<file path="config.mk">
export PLATFORM = sky130hd
export DESIGN_NAME = mem_arbiter_flat
export DESIGN_NICKNAME = d
export VERILOG_FILES = /design/src/rtl/mem_arbiter_if.sv /design/src/rtl/mem_arbiter.sv /design/src/flat_wrapper.sv
export SDC_FILE = /design/constraint.sdc
export NUM_CORES = 1
export LEC_CHECK = 0
export ABC_AREA = 1
export CORE_AREA = 2 2 113 115
export CTS_BUF_LIST = sky130_fd_sc_hd__clkbuf_16
export DETAILED_ROUTE_END_ITERATION = 10
export DIE_AREA = 0 0 115 117
export GPL_ROUTABILITY_DRIVEN = 0
export GPL_TIMING_DRIVEN = 0
export PLACE_DENSITY = 0.55
export RECOVER_POWER = 25
export SYNTH_ARGS = -nofsm -noshare
export SYNTH_HDL_FRONTEND = slang
export SYNTH_SLANG_ARGS = --single-unit
</file>
<file path="constraint.sdc">
create_clock -name clk -period 1.6 [get_ports clk]
set_clock_uncertainty 0.1 [all_clocks]
set_input_delay 0.32 -clock clk [delete_from_list [all_inputs] [get_ports clk]]
set_output_delay 0.32 -clock clk [all_outputs]
set_load 0.01 [all_outputs]
</file>
<file path="src/rtl/mem_arbiter_if.sv">
// Requester-side bus of the SRAM arbiter: one instance per port (core, host).
// Requests are held until the matching one-cycle ready strobe.
interface mem_arbiter_if;
    logic [31:0] addr;
    logic        rd_req;
    logic        wr_req;
    logic [3:0]  wr_be;
    logic [31:0] wr_data;
    logic        rd_ready;
    logic        wr_ready;
    logic [31:0] rd_data;

    modport master (
        output addr, rd_req, wr_req, wr_be, wr_data,
        input  rd_ready, wr_ready, rd_data
    );

    modport slave (
        input  addr, rd_req, wr_req, wr_be, wr_data,
        output rd_ready, wr_ready, rd_data
    );
endinterface

</file>
<file path="src/rtl/mem_arbiter.sv">
// Round-robin arbiter sharing one single-port synchronous SRAM between the core
// and host ports; folds the one-cycle read latency into the req/ready handshake.
module mem_arbiter #(
    parameter int unsigned AW = 12
) (
    input  logic          clk,
    input  logic          rstb,
    mem_arbiter_if.slave  core,
    mem_arbiter_if.slave  host,
    output logic          m_en,
    output logic          m_we,
    output logic [3:0]    m_be,
    output logic [AW-1:0] m_addr,
    output logic [31:0]   m_wdata,
    input  logic [31:0]   m_rdata,
    input  logic          err_clr,
    output logic          addr_err,
    output logic          last_grant
);

    typedef enum logic [1:0] {IDLE, RD_C, RD_H} state_t;

    state_t      state;
    logic        prio;
    logic        rd_err;

    logic        core_pend;
    logic        host_pend;
    logic        grant;
    logic        win;
    logic [31:0] w_addr;
    logic        w_wr;
    logic [3:0]  w_be;
    logic [31:0] w_data;
    logic        oor;
    logic        unused_addr_lsb;

    // Winner selection and same-cycle SRAM / write-ready drive; gated by rstb so
    // every output sits at its reset value while reset is asserted.
    always_comb begin
        core_pend = core.rd_req | core.wr_req;
        host_pend = host.rd_req | host.wr_req;
        grant     = rstb && (state == IDLE) && (core_pend || host_pend);
        win       = host_pend && (!core_pend || prio);
        w_addr    = win ? host.addr    : core.addr;
        w_wr      = win ? host.wr_req  : core.wr_req;
        w_be      = win ? host.wr_be   : core.wr_be;
        w_data    = win ? host.wr_data : core.wr_data;
        oor       = |w_addr[31:AW+2];

        m_en          = 1'b0;
        m_we          = 1'b0;
        m_be          = 4'h0;
        m_addr        = '0;
        m_wdata       = 32'h0;
        core.wr_ready = 1'b0;
        host.wr_ready = 1'b0;
        core.rd_ready = 1'b0;
        host.rd_ready = 1'b0;
        core.rd_data  = 32'h0;
        host.rd_data  = 32'h0;

        if (grant) begin
            if (!oor) begin
                m_en   = 1'b1;
                m_we   = w_wr;
                m_addr = w_addr[AW+1:2];
                if (w_wr) begin
                    m_be    = w_be;
                    m_wdata = w_data;
                end
            end
            if (w_wr) begin
                if (win) host.wr_ready = 1'b1;
                else     core.wr_ready = 1'b1;
            end
        end

        // Read completion: out-of-range reads return zero instead of stale SRAM data
        if (state == RD_C) begin
            core.rd_ready = 1'b1;
            core.rd_data  = rd_err ? 32'h0 : m_rdata;
        end
        if (state == RD_H) begin
            host.rd_ready = 1'b1;
            host.rd_data  = rd_err ? 32'h0 : m_rdata;
        end
    end

    assign unused_addr_lsb = ^{core.addr[1:0], host.addr[1:0]};

    // FSM, round-robin pointer and sticky error flag
    always_ff @(posedge clk or negedge rstb) begin
        if (!rstb) begin
            state      <= IDLE;
            prio       <= 1'b0;
            last_grant <= 1'b0;
            addr_err   <= 1'b0;
            rd_err     <= 1'b0;
        end else begin
            case (state)
                IDLE: begin
                    if (grant) begin
                        prio       <= ~win;
                        last_grant <= win;
                        if (!w_wr) begin
                            state  <= win ? RD_H : RD_C;
                            rd_err <= oor;
                        end
                    end
                end
                RD_C, RD_H: state <= IDLE;
                default:    state <= IDLE;
            endcase

            if (grant && oor) addr_err <= 1'b1;
            else if (err_clr) addr_err <= 1'b0;
        end
    end

endmodule

</file>
<file path="src/flat_wrapper.sv">
// flat-port wrapper written by rule: the top's interface ports become plain ports
module mem_arbiter_flat 
#(
    parameter int unsigned AW = 12
)
  (clk, rstb, m_en, m_we, m_be, m_addr, m_wdata, m_rdata, err_clr, addr_err, last_grant, core_addr, core_rd_req, core_wr_req, core_wr_be, core_wr_data, core_rd_ready, core_wr_ready, core_rd_data, host_addr, host_rd_req, host_wr_req, host_wr_be, host_wr_data, host_rd_ready, host_wr_ready, host_rd_data);
  mem_arbiter_if core_i ();
  mem_arbiter_if host_i ();
  input  logic clk;
  input  logic rstb;
  output logic m_en;
  output logic m_we;
  output logic [3:0] m_be;
  output logic [AW-1:0] m_addr;
  output logic [31:0] m_wdata;
  input  logic [31:0] m_rdata;
  input  logic err_clr;
  output logic addr_err;
  output logic last_grant;
  input wire logic [$bits(core_i.addr)-1:0] core_addr;
  input wire logic [$bits(core_i.rd_req)-1:0] core_rd_req;
  input wire logic [$bits(core_i.wr_req)-1:0] core_wr_req;
  input wire logic [$bits(core_i.wr_be)-1:0] core_wr_be;
  input wire logic [$bits(core_i.wr_data)-1:0] core_wr_data;
  output wire logic [$bits(core_i.rd_ready)-1:0] core_rd_ready;
  output wire logic [$bits(core_i.wr_ready)-1:0] core_wr_ready;
  output wire logic [$bits(core_i.rd_data)-1:0] core_rd_data;
  input wire logic [$bits(host_i.addr)-1:0] host_addr;
  input wire logic [$bits(host_i.rd_req)-1:0] host_rd_req;
  input wire logic [$bits(host_i.wr_req)-1:0] host_wr_req;
  input wire logic [$bits(host_i.wr_be)-1:0] host_wr_be;
  input wire logic [$bits(host_i.wr_data)-1:0] host_wr_data;
  output wire logic [$bits(host_i.rd_ready)-1:0] host_rd_ready;
  output wire logic [$bits(host_i.wr_ready)-1:0] host_wr_ready;
  output wire logic [$bits(host_i.rd_data)-1:0] host_rd_data;
  assign core_i.addr = core_addr;
  assign core_i.rd_req = core_rd_req;
  assign core_i.wr_req = core_wr_req;
  assign core_i.wr_be = core_wr_be;
  assign core_i.wr_data = core_wr_data;
  assign core_rd_ready = core_i.rd_ready;
  assign core_wr_ready = core_i.wr_ready;
  assign core_rd_data = core_i.rd_data;
  assign host_i.addr = host_addr;
  assign host_i.rd_req = host_rd_req;
  assign host_i.wr_req = host_wr_req;
  assign host_i.wr_be = host_wr_be;
  assign host_i.wr_data = host_wr_data;
  assign host_rd_ready = host_i.rd_ready;
  assign host_wr_ready = host_i.wr_ready;
  assign host_rd_data = host_i.rd_data;
  mem_arbiter #(.AW(AW)) u_core (.clk(clk), .rstb(rstb), .core(core_i), .host(host_i), .m_en(m_en), .m_we(m_we), .m_be(m_be), .m_addr(m_addr), .m_wdata(m_wdata), .m_rdata(m_rdata), .err_clr(err_clr), .addr_err(addr_err), .last_grant(last_grant));
endmodule
</file>
Word-level counts from Yosys, hierarchy flattened
Cells that the tools add are included.
W data, S select, Z words.
{"block": "word_totals", "register_bits": 6, "latch_bits": 0, "mem_bits_rw": 0, "mem_count": 0, "romBits": 0, "out_inout_bits": 120}
{"block": "op_classes", "add_sub_neg": 0, "n_div": 0, "mux": 33, "order_cmp": 0, "shift": 0, "n_bitwise": 4, "n_eq_ne": 4, "reduce_logical": 13, "mul": 0}
{"op": "$mux W32", "count": 8}
{"op": "$mux W12", "count": 2}
{"op": "$reduce_or A18 Y1", "count": 1}
{"op": "$mux W4", "count": 4}
{"op": "$mux W1", "count": 15}
{"op": "$mux W2", "count": 4}
{"op": "$logic_and A1 B1 Y1", "count": 4}
{"op": "$reduce_and A2 Y1", "count": 2}
{"op": "$reduce_and A3 Y1", "count": 1}
{"op": "$eq A2 B1 Y1 const B", "count": 1}
{"op": "$eq A2 B2 Y1 const B", "count": 1}
{"op": "$logic_not A2 Y1", "count": 1}
{"op": "$logic_or A1 B1 Y1", "count": 2}
{"op": "$ne A2 B1 Y1 const B", "count": 1}
{"op": "$ne A2 B2 Y1 const B", "count": 1}
{"op": "$not A1 Y1", "count": 2}
{"op": "$or A1 B1 Y1", "count": 2}
{"op": "$reduce_bool A2 Y1", "count": 1}
{"op": "$logic_not A1 Y1", "count": 1}

Longest topological paths before layout
{"block": "logic_depth", "word_depth": 8, "mapped_depth": 10}

Worst setup path after synthesis
Ideal clock, no wire load.
{"block": "synth_timing", "path_kind": "reg2out", "from": "register u_core.state[1]", "to": "output port m_be[0]", "n_path_buf": 1, "stages_incl_launch_ff": 7, "arrival_ns": 1.265, "path_slack_ns": -0.085, "path_cell_list": "dfrtp_1 > inv_1 > nand3_1 > a21oi_2 > nand4_1 > buf_2 > nor2_1"}
{"block": "synth_between", "elab_chain_len": 4}
{"item": "start: declaration", "line_no": "mem_arbiter.sv:23", "source": "state_t state;"}
{"item": "start signal: assignment", "line_no": "mem_arbiter.sv:107", "source": "state <= win ? RD_H : RD_C;"}
{"item": "$logic_not A2 Y1", "line_no": "mem_arbiter.sv:43", "source": "grant = rstb && (state == IDLE) && (core_pend || host_pend);"}
{"item": "$logic_and A1 B1 Y1 (2 in series)", "line_no": "mem_arbiter.sv:43"}
{"item": "$mux W4", "line_no": "mem_arbiter.sv:63", "source": "if (grant) begin"}
{"item": "end: declaration", "line_no": "flat_wrapper.sv:13", "source": "output logic [3:0] m_be;"}
No other way between the ends.

Worst setup path in the final report
{"block": "layout_timing", "from": "register u_core.prio", "to": "output port m_wdata[14]"}
{"block": "layout_between", "elab_chain_len": 6, "word_cells_on_any_way": 9, "cone_classes": "mux (6); reduce/logical (3)"}
{"item": "start: declaration", "line_no": "mem_arbiter.sv:24", "source": "logic prio;"}
{"item": "start signal: assignment", "line_no": "mem_arbiter.sv:104", "source": "prio <= ~win;"}
{"item": "$logic_or A1 B1 Y1 *", "line_no": "mem_arbiter.sv:44", "source": "win = host_pend && (!core_pend || prio);"}
{"item": "$logic_and A1 B1 Y1 *", "line_no": "mem_arbiter.sv:44"}
{"item": "$mux W32, or another cell as far along", "line_no": "mem_arbiter.sv:45", "source": "w_addr = win ? host.addr : core.addr;"}
{"item": "$reduce_or A18 Y1 / $mux W32 (equally long branches)", "line_no": "mem_arbiter.sv:49, mem_arbiter.sv:68"}
{"item": "$mux W32 *", "line_no": "mem_arbiter.sv:64", "source": "if (!oor) begin"}
{"item": "$mux W32 *", "line_no": "mem_arbiter.sv:63"}
{"item": "end: declaration", "line_no": "flat_wrapper.sv:15", "source": "output logic [31:0] m_wdata;"}
Every way passes the cells marked *; elsewhere a longest branch is shown, timed or not.

==> summary.txt <==
Timing
  • Hold_ws: 0.302 ns
  • Worst-margin pin slew: 0.392 ns
  • Final period utilization: 1.35
  • Slew headroom: 0.739
  • Fmax achieved: 462 MHz
  • Final setup violating endpoints: 120
  • Slew Limit Fails: 0
  • Unrepaired setup endpoints after global routing: yes
  • Final min period: 2.16 ns
  • Final hold violation count: 0
  • Setup ws final: -0.564 ns

Die
  • Row Count: 41
  • Die Ht: 117 um
  • Die X: 115 um
  • Initial cell density of the core: 0.137
  • Die Area: 0.0135 mm^2
  • I/O pin cnt: 295
  • Core area: 0.0123 mm^2

Yosys
  • Synth cell count leaders: nor2_1, nor3_1, nand2_1
  • Mapped Nets: 517
  • Area contributors post-synth: nor3_1, nor2_1, a22oi_1, nand2_1, inv_1
  • Ys Warns: 0
  • Synth unique cells: 19
  • Post-Synthesis Cells: 342
  • EDFF count, synth: 0
  • Post-synth top area cell: nor3_1
  • Synth Area per Inst: 4.95 um^2
  • Register area share after synthesis: 0.0888
  • Yosys top cell area share: 0.189
  • Synth Register Bits: 6
  • Cell area after synthesis: 0.00169 mm^2
  • FFs w/ async S/R, synth: 1.00
  • Top_reg_cell synth: dfrtp_1
  • Top-count cell post-synth: nor2_1

Critical path
  • Crit path DAT: 1.74 ns
  • FF-to-FF path depth: 15
  • Crit Path Class: flip-flop to output port
  • Crit. Startpoint: u_core.prio$_DFFE_PN0P_
  • CP Capture Type: output port
  • CP required: 1.18 ns
  • CP Launch Type: flip-flop
  • Critical path peak fanout: 10
  • R2r startpoint: u_core.prio$_DFFE_PN0P_

Finish
  • Layout cell share with drive strength beyond 1: 0.481
  • Layout Nets: 870
  • Multi-input logic area: 0.00194 mm^2
  • Area Overhead vs Synth: 250%
  • # fillers: 1219
  • Sequential cell area: 150 um^2
  • Fin cells: 844

Placement
  • Placed wire-length estimate: 9.92 mm
  • Placed Instances: 782
  • I/O Buffers: 290

CTS
  • CTS tree: done
  • Clk_lat worst skew: 0.23 ns
  • Total CTS buffers: 3
  • CTS H-tree lvls: 1
  • Clock tree sinks: 6
  • CTS max path bufs: 2
  • Clock-pin transition on the worst setup and hold timing paths: 0.03 ns
  • Root Buffer: clkbuf_16

Power and ir drop
  • Leakage: 0.00297 uW
  • P per Cell Area: 518 mW/mm^2
  • Total Power: 3070 uW
  • Max rail drop VDD: 0.000340 V

GRT
  • M1 GR Usage: 0.185
  • Met3 Use GR: 0.0340
  • Pin count of the biggest net entering global routing: 11
  • First-pass GRT wire length: 18.3 mm
  • Grt total ovfl: 0
  • Initial antenna violation count: 1
  • Tot GR Track Use: 0.171
  • Met2 Use GR: 0.344
  • Vias in the first global route: 3675
  • Gr busiest metal: met2

Routing
  • DR vias/cell: 4.38
  • Via count: 3700
  • Remaining routing DRC violations: 0
  • Final wirelength: 13.4 mm
  • Detail Route Antenna Nets: 0
  • Initial detailed-routing violation count: 109
  • First-pass DRT Iterations: 4
  • Post-DR wirelength/cell: 15.9 um

Run
  • Max-Cap Viols: 0

Run status
  • Run status: complete, but fails checks
  • Failing checks: setup timing

Min path
  • Hold WC Path Type: input pin to flip-flop
  • Worst Min Path Start: core_wr_req
  • Hold path depth: 2
[placed cells by master, fill, tap and decap left out, drive strengths merged, types with 2 or more instances in the layout]
cell	count
a22oi	36
and2	2
buf	193
clkbuf	12
clkdlybuf4s50	133
dfrtp	6
dlygate4sd2	34
dlymetal6s2s	2
inv	56
nand2	63
nand3	4
nor2	81
nor3	64
o21ai	2
[final timing paths]
check,endpoint,slack (ns)
max,m_wdata[14],-0.56
min,u_core.state[0]$_DFFE_PN0P_,0.30
max reg2reg,u_core.addr_err$_DFFE_PN0P_,-0.53
min reg2reg,u_core.last_grant$_DFFE_PN0P_,0.40
max in group asynchronous,u_core.rd_err$_DFFE_PN0P_,0.55
min in group asynchronous,u_core.prio$_DFFE_PN0P_,0.65
[sequential cells by signal, indices dropped and copies added, names as in the netlist]
name,count
u_core.state,2
u_core.rd_err,1
u_core.prio,1
u_core.addr_err,1
u_core.last_grant,1
[per-layer routing]
layer	routed length (um)	part of all wire
met1	4800	0.36
met2	7310	0.54
met4	228	0.017
met3	1090	0.081
met5	0	0
[cells by family (layout without fill, tap and decap cells)]
family / Yosys count / after routing / synth area share
compound gates: 39 / 39 / 0.173
buf+inv: 82 / 433 / 0.192
flops: 6 / 6 / 0.0888
other cells: 0 / 1 / 0
simple gates: 215 / 215 / 0.547
[critical path, stage by stage, from the launching register on]
cell and delay (ns):
dfrtp_1 0.38, inv_2 0.07, o21ai_4 0.08, nand2_4 0.10, buf_6 0.14, nand2_8 0.07, inv_8 0.06, buf_4 0.17
a22oi_1 0.21, nor2_1 0.08, buf_2 0.14
[stage by stage]
| step | TNS, ns | util | cell area, um^2 | worst slack [ns] |
|---|---|---|---|---|
| after CTS | -42.02 | 0.446 | 5490 | -0.536 |
| after global routing | -52.55 | 0.481 | 5930 | -0.669 |
| after floorplan | -4.20 | - | 1710 | -0.0848 |
| after global placement | -115.81 | 0.390 | 4800 | -1.66 |
| after detailed placement | -118.75 | 0.390 | 4800 | -1.70 |
| final | -43.22 | 0.481 | 5930 | -0.564 |
[layout make-up]
| type | count | share of cell area |
|---|---|---|
| repair buffers | 352 | 0.512 |
| multi-input cells | 254 | 0.327 |
| plain buffers | 22 | 0.0526 |
| inverters | 56 | 0.0384 |
| well taps | 150 | 0.0317 |
| flip-flops and latches | 6 | 0.0253 |
| clock buffers | 3 | 0.0127 |
| diodes | 1 | 0.000422 |
[repair_timing]
action	4_1_cts	5_1_grt
setup endpoints to repair	124	120
hold buffers	1	0
buffers inserted	41	12
hold endpoints to repair	6	0
gates resized for setup	724	82
pin swaps	13	18
cloned	7	5
[power breakdown]
group | internal, uW | switching [uW]
clock | 320 | 78.6
combinational | 1240 | 1220
sequential | 183 | 24.6
Note: power is estimated with default switching activity, not from simulation.
